==> config.mk <==
export PLATFORM = sky130hd
export DESIGN_NAME = seq_subtractor
export DESIGN_NICKNAME = d
export VERILOG_FILES = /design/src/rtl/seq_subtractor.sv
export SDC_FILE = /design/constraint.sdc
export NUM_CORES = 1
export LEC_CHECK = 0
export CORE_MARGIN = 2
export CORE_UTILIZATION = 35
export CTS_BUF_LIST = sky130_fd_sc_hd__clkbuf_8
export DETAILED_ROUTE_END_ITERATION = 16
export PLACE_DENSITY = 0.72
export SLEW_MARGIN = 0
export SYNTH_ARGS = -nofsm -noshare
export SYNTH_HDL_FRONTEND = slang
export SYNTH_SLANG_ARGS = --single-unit
export TNS_END_PERCENT = 50
==> constraint.sdc <==
create_clock -name clk -period 3.8 [get_ports clk]
set_clock_uncertainty 0.15 [all_clocks]
set_input_delay 0.57 -clock clk [delete_from_list [all_inputs] [get_ports clk]]
set_output_delay 0.57 -clock clk [all_outputs]
set_load 0.01 [all_outputs]
==> src/rtl/seq_subtractor.sv <==
// seq_subtractor: multi-cycle two's-complement subtractor, one chunk-wide
// slice per clock, with unsigned borrow and signed overflow flags.
module seq_subtractor #(
    parameter int width = 32,
    parameter int chunk = 8
) (
    input  logic             clk,
    input  logic             rst_n,
    input  logic             start,
    input  logic [width-1:0] A,
    input  logic [width-1:0] B,
    output logic             busy,
    output logic             done,
    output logic [width-1:0] Out,
    output logic             Bout,
    output logic             overflow
);

    localparam int N  = width / chunk;
    localparam int IW = (N > 1) ? $clog2(N) : 1;

    typedef enum logic [1:0] {
        IDLE = 2'd0,
        RUN  = 2'd1,
        DONE = 2'd2
    } state_t;

    state_t state_q, state_d;

    logic [width-1:0] a_q, b_q, out_q;
    logic             carry_q, bout_q, ovf_q;
    logic [IW-1:0]    idx_q;

    logic             accept, last, cin_msb;
    logic [chunk-1:0] a_sl, nb_sl;
    logic [chunk:0]   sum;

    assign accept = start && (state_q != RUN);
    assign last   = (idx_q == IW'(N - 1));
    assign a_sl   = a_q[idx_q*chunk +: chunk];
    assign nb_sl  = ~b_q[idx_q*chunk +: chunk];
    assign sum    = {1'b0, a_sl} + {1'b0, nb_sl} + {{chunk{1'b0}}, carry_q};

    // Recover the carry into the slice MSB from its sum bit: s = a ^ b ^ cin.
    assign cin_msb = sum[chunk-1] ^ a_sl[chunk-1] ^ nb_sl[chunk-1];

    always_ff @(posedge clk or negedge rst_n) begin
        if (!rst_n) begin
            state_q <= IDLE;
        end else begin
            state_q <= state_d;
        end
    end

    always_comb begin
        state_d = state_q;
        unique case (state_q)
            IDLE:    state_d = start ? RUN : IDLE;
            RUN:     state_d = last ? DONE : RUN;
            DONE:    state_d = start ? RUN : IDLE;
            default: state_d = IDLE;
        endcase
    end

    always_comb begin
        busy     = (state_q == RUN);
        done     = (state_q == DONE);
        Out      = out_q;
        Bout     = bout_q;
        overflow = ovf_q;
    end

    always_ff @(posedge clk or negedge rst_n) begin
        if (!rst_n) begin
            a_q     <= '0;
            b_q     <= '0;
            out_q   <= '0;
            carry_q <= 1'b0;
            bout_q  <= 1'b0;
            ovf_q   <= 1'b0;
            idx_q   <= '0;
        end else if (accept) begin
            a_q     <= A;
            b_q     <= B;
            carry_q <= 1'b1;
            idx_q   <= '0;
        end else if (state_q == RUN) begin
            out_q[idx_q*chunk +: chunk] <= sum[chunk-1:0];
            carry_q <= sum[chunk];
            idx_q   <= idx_q + IW'(1);
            if (last) begin
                bout_q <= ~sum[chunk];
                ovf_q  <= cin_msb ^ sum[chunk];
            end
        end
    end

endmodule

# [After elaboration in Yosys (flattened, before gate mapping)]
# Cells that the tools add are included.
[classes] n_addsub=4 eq_ne=4 shifts=4 n_mux=8 n_bitwise=6 reduce_logical=6
[op_table] cell="variable part select 32 x 6 -> 8 bit" n=2
[op_table] cell="negator 5 -> 34 bit" n=1
[op_table] cell="variable shift 8 x 34 -> 32 bit (first input constant)" n=1
[op_table] cell="variable part select 8 x 34 -> 32 bit" n=1
[op_table] cell="bitwise mux 32 bit" n=1
[op_table] cell="adder 8 x 8 -> 9 bit" n=1
[op_table] cell="adder 9 x 1 -> 9 bit" n=1
[op_table] cell="inverter 8 bit" n=1
[op_table] cell="two-way mux 2 bit" n=3
[op_table] cell="== test 2 bit (second input constant)" n=2
[op_table] cell="one-hot mux 2 bit (2 select lines)" n=1
[op_table] cell="two-way mux 1 bit" n=3
[op_table] cell="AND reduction 3 bit" n=1
[op_table] cell="bitwise XOR 1 bit" n=3
[op_table] cell="adder 2 x 1 -> 2 bit (second input constant)" n=1
[op_table] cell="== test 2 x 1 -> 1 bit (second input constant)" n=1
[op_table] cell="logical NOT 2 bit" n=1
[op_table] cell="!= test 2 x 1 -> 1 bit (second input constant)" n=1
[op_table] cell="inverter 1 bit" n=2
[op_table] cell="AND reduction 2 bit" n=1
[op_table] cell="nonzero test 2 bit" n=1
[op_table] cell="OR reduction 2 bit" n=1
[op_table] cell="logical AND 1 bit" n=1
[totals] ff_bits=103 output_inout_bits=36 elab_cells=40

# [Longest topological paths before layout]
# Gate-level depths: netlist (run 1).
[logic_depth] depth_word=7 mapped_depth=11

# [Least setup slack after synthesis (run 1)]
# No wires, ideal clock.
[synth_timing] path_type="register -> register" start="register idx_q[0]" end="register ovf_q (netlist: overflow)" setup_ns=0.076 arrival_ns=3.368 required_time_ns=3.574 slack_ns=0.205 stages_incl_launch_ff=11 n_path_buf=2 cell_sequence="dfrtp_1 buf_2 buf_2 mux4_2 fa_1 fa_1 nand2b_1 a21oi_1 o32ai_4 xnor3_1 o21ai_1"
[synth_via] elab_chain_len=7 elab_cells_between_ends=10 classes_between="2 x add/sub; 1 x eq/ne; 2 x shift; 4 x bitwise; 1 x reduce/logical"
[synth_lines] item="start, declared" line_no="32" text="logic [IW-1:0] idx_q;"
[synth_lines] item="start signal, assigned" line_no="90" text="idx_q <= idx_q + IW'(1);"
[synth_lines] item="variable part select 32 x 6 -> 8 bit" line_no="41" text="assign nb_sl = ~b_q[idx_q*chunk +: chunk];"
[synth_lines] item="inverter 8 bit" line_no="41"
[synth_lines] item="adder 8 x 8 -> 9 bit" line_no="42" text="assign sum = {1'b0, a_sl} + {1'b0, nb_sl} + {{chunk{1'b0}}, carry_q};"
[synth_lines] item="adder 9 x 1 -> 9 bit" line_no="42"
[synth_lines] item="bitwise XOR 1 bit (2 in a row)" line_no="45" text="assign cin_msb = sum[chunk-1] ^ a_sl[chunk-1] ^ nb_sl[chunk-1];"
[synth_lines] item="bitwise XOR 1 bit" line_no="93" text="ovf_q <= cin_msb ^ sum[chunk];"
[synth_lines] item="end signal, assigned" line_no="93"
[synth_lines] item="end, declared" line_no="31" text="logic carry_q, bout_q, ovf_q;"
# Parallel ways exist; a longest one is shown, timed or not.
# A chain may end at the register's enable or synchronous reset.

# [Final worst setup path (run 1)]
# Ends and elaborated chain as after synthesis.

==> impl_metrics.csv, run 1 <==
group,metric,value,unit
outcome,status,"finished clean",
timing,hold_viol_final,0,
global_routing,grt_pass1_wl,16.66,mm
synth,syn_nets,420,
routing,viasPerCell,4.958,
synth,ys_seq_area_frac,0.5529,
floorplan,core_area,13140,µm²
worst_setup_path,rr_worst_depth,10,
timing,slew_headroom,0.2638,
clocking,cts_setup_buffers,0,
synth,syn_area,4662,µm²
worst_setup_path,critPathCapture,"overflow",
routing,dr.pass1.iters,4,
timing,fin_crit,3.168,ns
pwr,vdd_drop_max,514.5,µV
synth,yosysTopAreaCell,"dfrtp_1",
clocking,clockBufferDepth,2,
worst_setup_path,crit_chain,"buf_4, mux4_2, inv_1, fa_1, fa_1, nand2b_1, a21oi_1, o32ai_4, xnor3_1, o21ai_1",
routing,antenna_left,0,
global_routing,grt_max_degree,90,
timing,finalMaxSlewViolations,0,
worst_setup_path,cp-start-kind,"flop",
clocking,cts_sinks,103,
routing,drtIter0Drc,170,
timing,rsz0062_at_grt,"false",
timing,finalCritPeriodShare,0.8338,
min_path,hold_class,"in2async",
timing,fin_tns_setup,0,ns
finish,layout_commonest_cell,"dfrtp_1",
global_routing,antenna_found_initial,0,
worst_setup_path,worstReg2RegEnd,"overflow",
clocking,post_cts_resized,0,
floorplan,die-width,119.4,µm
finish,drive_above_1_share,0.2356,
place,io_buffers,102,
floorplan,initial_core_util,0.3549,
finish,area_delta_synth_final,30.33,%
place,dp.cells,610,
routing,drt-total-wl,10.16,mm
clocking,cts-buffers-inserted,9,
worst_setup_path,path_max_fanout,12,
finish,instances_no_fill,626,
finish,fill_cells,1208,
clocking,cts_tree,"yes",
synth,synthTopCellsByArea,"dfrtp_1, mux2_2, mux4_2",
pwr,power_density,994.6,nW/µm²
clocking,path_clk_slew,0.10,ns
worst_setup_path,criticalPathCategory,"reg2reg",
finish,fin_nets,527,
worst_setup_path,cp_data_required_time,3.94,ns
global_routing,grtUsageTotal,0.1516,
global_routing,grt_remaining_overflow,0,
finish,insertedDiodeCount,0,
timing,setup_violations,0,
clocking,cts-root-buf,"clkbuf_8",
clocking,htreeDepth,3,
place,globalplace.congestion,0.7981,
timing,worst_pin_slew,1.104,ns
timing,fmax,0.3156,GHz
floorplan,num_rows,42,
floorplan,die_area,14260,µm²
synth,synthCells,338,
synth,ys_seq_elements,103,
run,max-cap-violations,0,
floorplan,die_height,119.4,µm
synth,yosys_warnings,0,
place,place_hpwl,7.787,mm
worst_setup_path,cp.arrival,3.31,ns
worst_setup_path,r2r_slack,0.63,ns
global_routing,grt_pass1_vias,3256,
synth,ys_types,33,
finish,layout_common_cells,"dfrtp_1, clkdlybuf4s50_1, mux2_2, nand2_1, inv_1",
routing,wl_per_cell,16.23,µm
worst_setup_path,r2r_start,"idx_q[0]",
pwr,power.total,6.043,mW
synth,synth_top_area_frac,0.5529,
worst_setup_path,cp_slowest_stage_delay,0.43,ns
clocking,clk_latency,0.37,ns
pwr,p_leak,2.582,nW
worst_setup_path,endpoint_kind,"flop",
worst_setup_path,slowest_stage,"fa_1",
worst_setup_path,critPathMostFrequentCell,"fa_1",
floorplan,pin_count,103,
routing,drc,0,
clocking,cts_hold_buf,0,
synth,synth_area_per_cell,13.79,µm²
routing,vias,3104,
worst_setup_path,cp-startpoint,"idx_q[0]",
[worst min-delay path by stage]
stage                     slack (ns)  cells after the start    start  endpoint
after CTS                       0.28                      1    rst_n    b_q[5]
after global placement          0.31                      2  Out[17]   Out[17]
after floorplan                 0.12                      0    rst_n      Bout
after global routing            0.34                      1    rst_n   b_q[19]
final                           0.25                      1    rst_n   b_q[18]
after detailed placement        0.32                      2  Out[17]   Out[17]
[cell families after synthesis]
| kind of cell | after synthesis | synth area share |
|---|---|---|
| mux | 81 | 0.2343 |
| fa+ha+maj | 15 | 0.04348 |
| buf+inv | 29 | 0.02603 |
| compound gates | 47 | 0.07166 |
| xor+xnor | 9 | 0.01986 |
| simple gates | 54 | 0.05180 |
| flops | 103 | 0.5529 |
[cell type report]
| class | instances | area [µm²] | area share |
|---|---|---|---|
| Clock inverter | 7 | 48.80 | 0.008031 |
| Inverter | 17 | 63.81 | 0.01050 |
| Clock buffer | 9 | 123.9 | 0.02039 |
| Multi-Input combinational cell | 206 | 1966 | 0.3235 |
| Sequential cell | 103 | 2577 | 0.4242 |
| Tap cell | 176 | 220.2 | 0.03624 |
| Timing Repair Buffer | 108 | 1076 | 0.1771 |
[power by group]
group / internal, mW / switching, mW
sequential: 1.60 / 0.285
combinational: 1.76 / 1.78
clock: 0.241 / 0.380
total: 3.60 / 2.44
[metrics by stage]
step | area [µm²] | util | setup WS, ns | hold slack [ns]
after CTS | 6076 | 0.4625 | 0.5980 | 0.2834
after global routing | 6076 | 0.4625 | 0.3674 | 0.3447
after detailed placement | 5903 | 0.4493 | 0.6248 | 0.3203
after global placement | 5903 | 0.4493 | 0.6683 | 0.3114
final | 6076 | 0.4625 | 0.6315 | 0.2544
after floorplan | 4662 | - | 0.2053 | 0.1244
[Yosys cell counts, drive strengths merged]
cell	instances
o21ai	20
xor2	3
nor3	4
dfrtp	103
o2111ai	1
mux2	65
xnor2	5
ha	13
a21o	1
a21oi	4
a32oi	1
o21a	1
nand2	30
or3	2
mux4	16
clkbuf	1
nand3b	1
o32ai	1
nor2	6
inv	17
nand3	2
xnor3	1
nor2b	3
buf	11
nand2b	3
nand4	3
fa	2
a22o	16
o22ai	1
o31ai	1
[critical path: cells and delay by family (launching register included)]
kind / cells / cell delay, ns
mux: 1 / 0.34
xor+xnor: 1 / 0.34
buf+inv: 2 / 0.27
flops: 1 / 0.42
fa+ha+maj: 2 / 0.83
compound gates: 3 / 0.57
simple gates: 1 / 0.17
[registers in the layout (all words and copies together), names as in the netlist]
signal    flops
Bout          1
Out          32
a_q          32
b_q          32
carry_q       1
idx_q         2
overflow      1
state_q       2
[routing by layer]
layer	wire length, µm	up-vias	global-route usage
li1	-	1425	-
met1	4376	1580	0.1895
met2	5213	89	0.2665
met3	464	10	0.03065
met4	106	0	0.04412
met5	0	-	0
Note: power is estimated with default switching activity, not from simulation.
==> run 2, diff against run 1 <==
PLACE_DENSITY = 0.7   (was 0.72)
clock period = 3.15 ns   (was 3.8 ns; I/O delays follow)
==> run 2 against run 1 <==
  * Via count grew 0.87%
  * Count of clock-buffer cells in the layout is the same
  * Final cell count rose by 0.32%
  * Highest routed layer unchanged
==> impl_metrics.csv, run 2 (synthesis results as in run 1) <==
group,metric,value,unit
global_routing,grt_pass1_vias,3281,
global_routing,grtUsageTotal,0.1530,
finish,drive_above_1_share,0.2456,
worst_setup_path,cp.arrival,3.14,ns
pwr,power.total,7.575,mW
pwr,p_int,4.572,mW
pwr,p_leak,2.623,nW
routing,wl_per_cell,16.62,µm
timing,rsz0062_at_grt,"false",
pwr,clockPowerShare,0.121,
outcome,status,"finished clean",
timing,fin_hold_ws,0.3451,ns
routing,drt-total-wl,10.44,mm
routing,viasPerCell,4.986,
worst_setup_path,r2r_start,"idx_q[0]",
clocking,cts-root-buf,"clkbuf_8",
clocking,cts_sinks,103,
clocking,clk_latency,0.36,ns
floorplan,num_rows,42,
floorplan,core_area,13140,µm²
timing,fin_crit,2.993,ns
worst_setup_path,path_max_fanout,6,
timing,finalMaxSlewViolations,0,
timing,worst_pin_slew,0.6608,ns
clocking,path_clk_slew,0.09,ns
finish,seqCellArea,2579,µm²
worst_setup_path,endpoint_kind,"flop",
pwr,p_sw_frac,0.3965,
place,globalplace.congestion,0.8373,
timing,layout_setup_ws,0.1573,ns
timing,fmax,0.3341,GHz
min_path,holdCritStartpoint,"Out[8]",
worst_setup_path,cp-start-kind,"flop",
global_routing,grt_max_degree,65,
min_path,hold_class,"reg2reg",
floorplan,die-width,119.4,µm
finish,fill_cells,1213,
pwr,power_density,1228,nW/µm²
clocking,clockBufferDepth,2,
run,max-cap-violations,0,
timing,hold_viol_final,0,
pwr,vdd_drop_max,568.0,µV
routing,dr.pass1.iters,4,
floorplan,die_height,119.4,µm
finish,insertedDiodeCount,0,
place,dp_slack,0.1805,ns
finish,multi_input_area,1979,µm²
clocking,cts-buffers-inserted,9,
global_routing,grt_pass1_wl,16.92,mm
finish,layout_commonest_cell,"dfrtp_1",
clocking,cts_tree,"yes",
pwr,p_switching,3.004,mW
worst_setup_path,cp-startpoint,"idx_q[0]",
routing,vias,3131,
routing,antenna_left,0,
clocking,cts_setup_buffers,0,
place,place_hpwl,8.114,mm
place,io_buffers,102,
timing,slew_headroom,0.5594,
routing,drtIter0Drc,191,
finish,layout_common_cells,"dfrtp_1, clkdlybuf4s50_1, mux2_2, nand2_1, inv_1",
floorplan,pin_count,103,
floorplan,initial_core_util,0.3549,
pwr,pwr-share-comb,0.576,
finish,fin_nets,529,
clocking,htreeDepth,3,
global_routing,grt_remaining_overflow,0,
global_routing,antenna_found_initial,0,
worst_setup_path,criticalPathCategory,"reg2reg",
routing,drc,0,
pwr,seqPwrFrac,0.302,
floorplan,die_area,14260,µm²
timing,fin_tns_setup,0,ns
timing,finalCritPeriodShare,0.9501,
worst_setup_path,cp_data_required_time,3.30,ns
timing,setup_violations,0,
finish,area_delta_synth_final,32.31,%
[run 2: critical path, stage by stage (launching register included)]
cell      delay, ns
dfrtp_2        0.47
mux4_2         0.54
fa_2           0.37
fa_1           0.40
nand2b_1       0.19
a21oi_2        0.21
o32ai_4        0.13
xnor3_1        0.34
o21ai_1        0.12
[run 2: metrics by stage]
| stage | instances | area, µm² | util |
|---|---|---|---|
| 6_report | 628 | 6168 | 0.4695 |
| 5_1_grt | 628 | 6168 | 0.4695 |
| 4_1_cts | 628 | 6161 | 0.4690 |
| 3_5_place_dp | 611 | 5931 | 0.4514 |
| 3_3_place_gp | 611 | 5931 | 0.4514 |
| 2_1_floorplan | 338 | 4691 | - |
[run 2: area by class of cell]
| class | count | area share |
|---|---|---|
| clock inverters | 7 | 0.01562 |
| flip-flops and latches | 103 | 0.4181 |
| inverters | 17 | 0.01034 |
| well taps | 176 | 0.03570 |
| multi-input cells | 206 | 0.3209 |
| repair buffers | 110 | 0.1793 |
| clock buffers | 9 | 0.02008 |
[run 2: power by group through the flow]
stage | sequential (mW) | clock, mW | combinational, mW
after floorplan | 2.26 | 0 | 3.04
after global placement | 2.30 | 0 | 4.22
after detailed placement | 2.33 | 0 | 4.34
after CTS | 2.30 | 0.946 | 4.35
after global routing | 2.37 | 1.00 | 4.72
final | 2.29 | 0.918 | 4.37
[run 2: routing by layer]
layer / vias up / wire length, µm / track usage
li1: 1434 / - / -
met2: 98 / 5159 / 0.2568
met5: - / 0 / 0
met4: 0 / 80 / 0.03529
met3: 8 / 563 / 0.03017
met1: 1591 / 4632 / 0.2060
[run 2: final timing paths]
path | slack (ns) | endpoint | cells past startpoint
worst max register to register | 0.16 | overflow | 8
max in group asynchronous | 1.61 | Out[2] | 3
worst min-delay path | 0.35 | Out[8] | 2
worst min register to register | 0.35 | Out[8] | 2
min in group asynchronous | 0.52 | b_q[11] | 2
worst max-delay path | 0.16 | overflow | 8
[run 2: timing repair]
item                                    4_1_cts  5_1_grt
hold buffers                                  1        0
resized for setup                             0        1
endpoints found under the setup margin        0        1
endpoints found under the hold margin        26        0
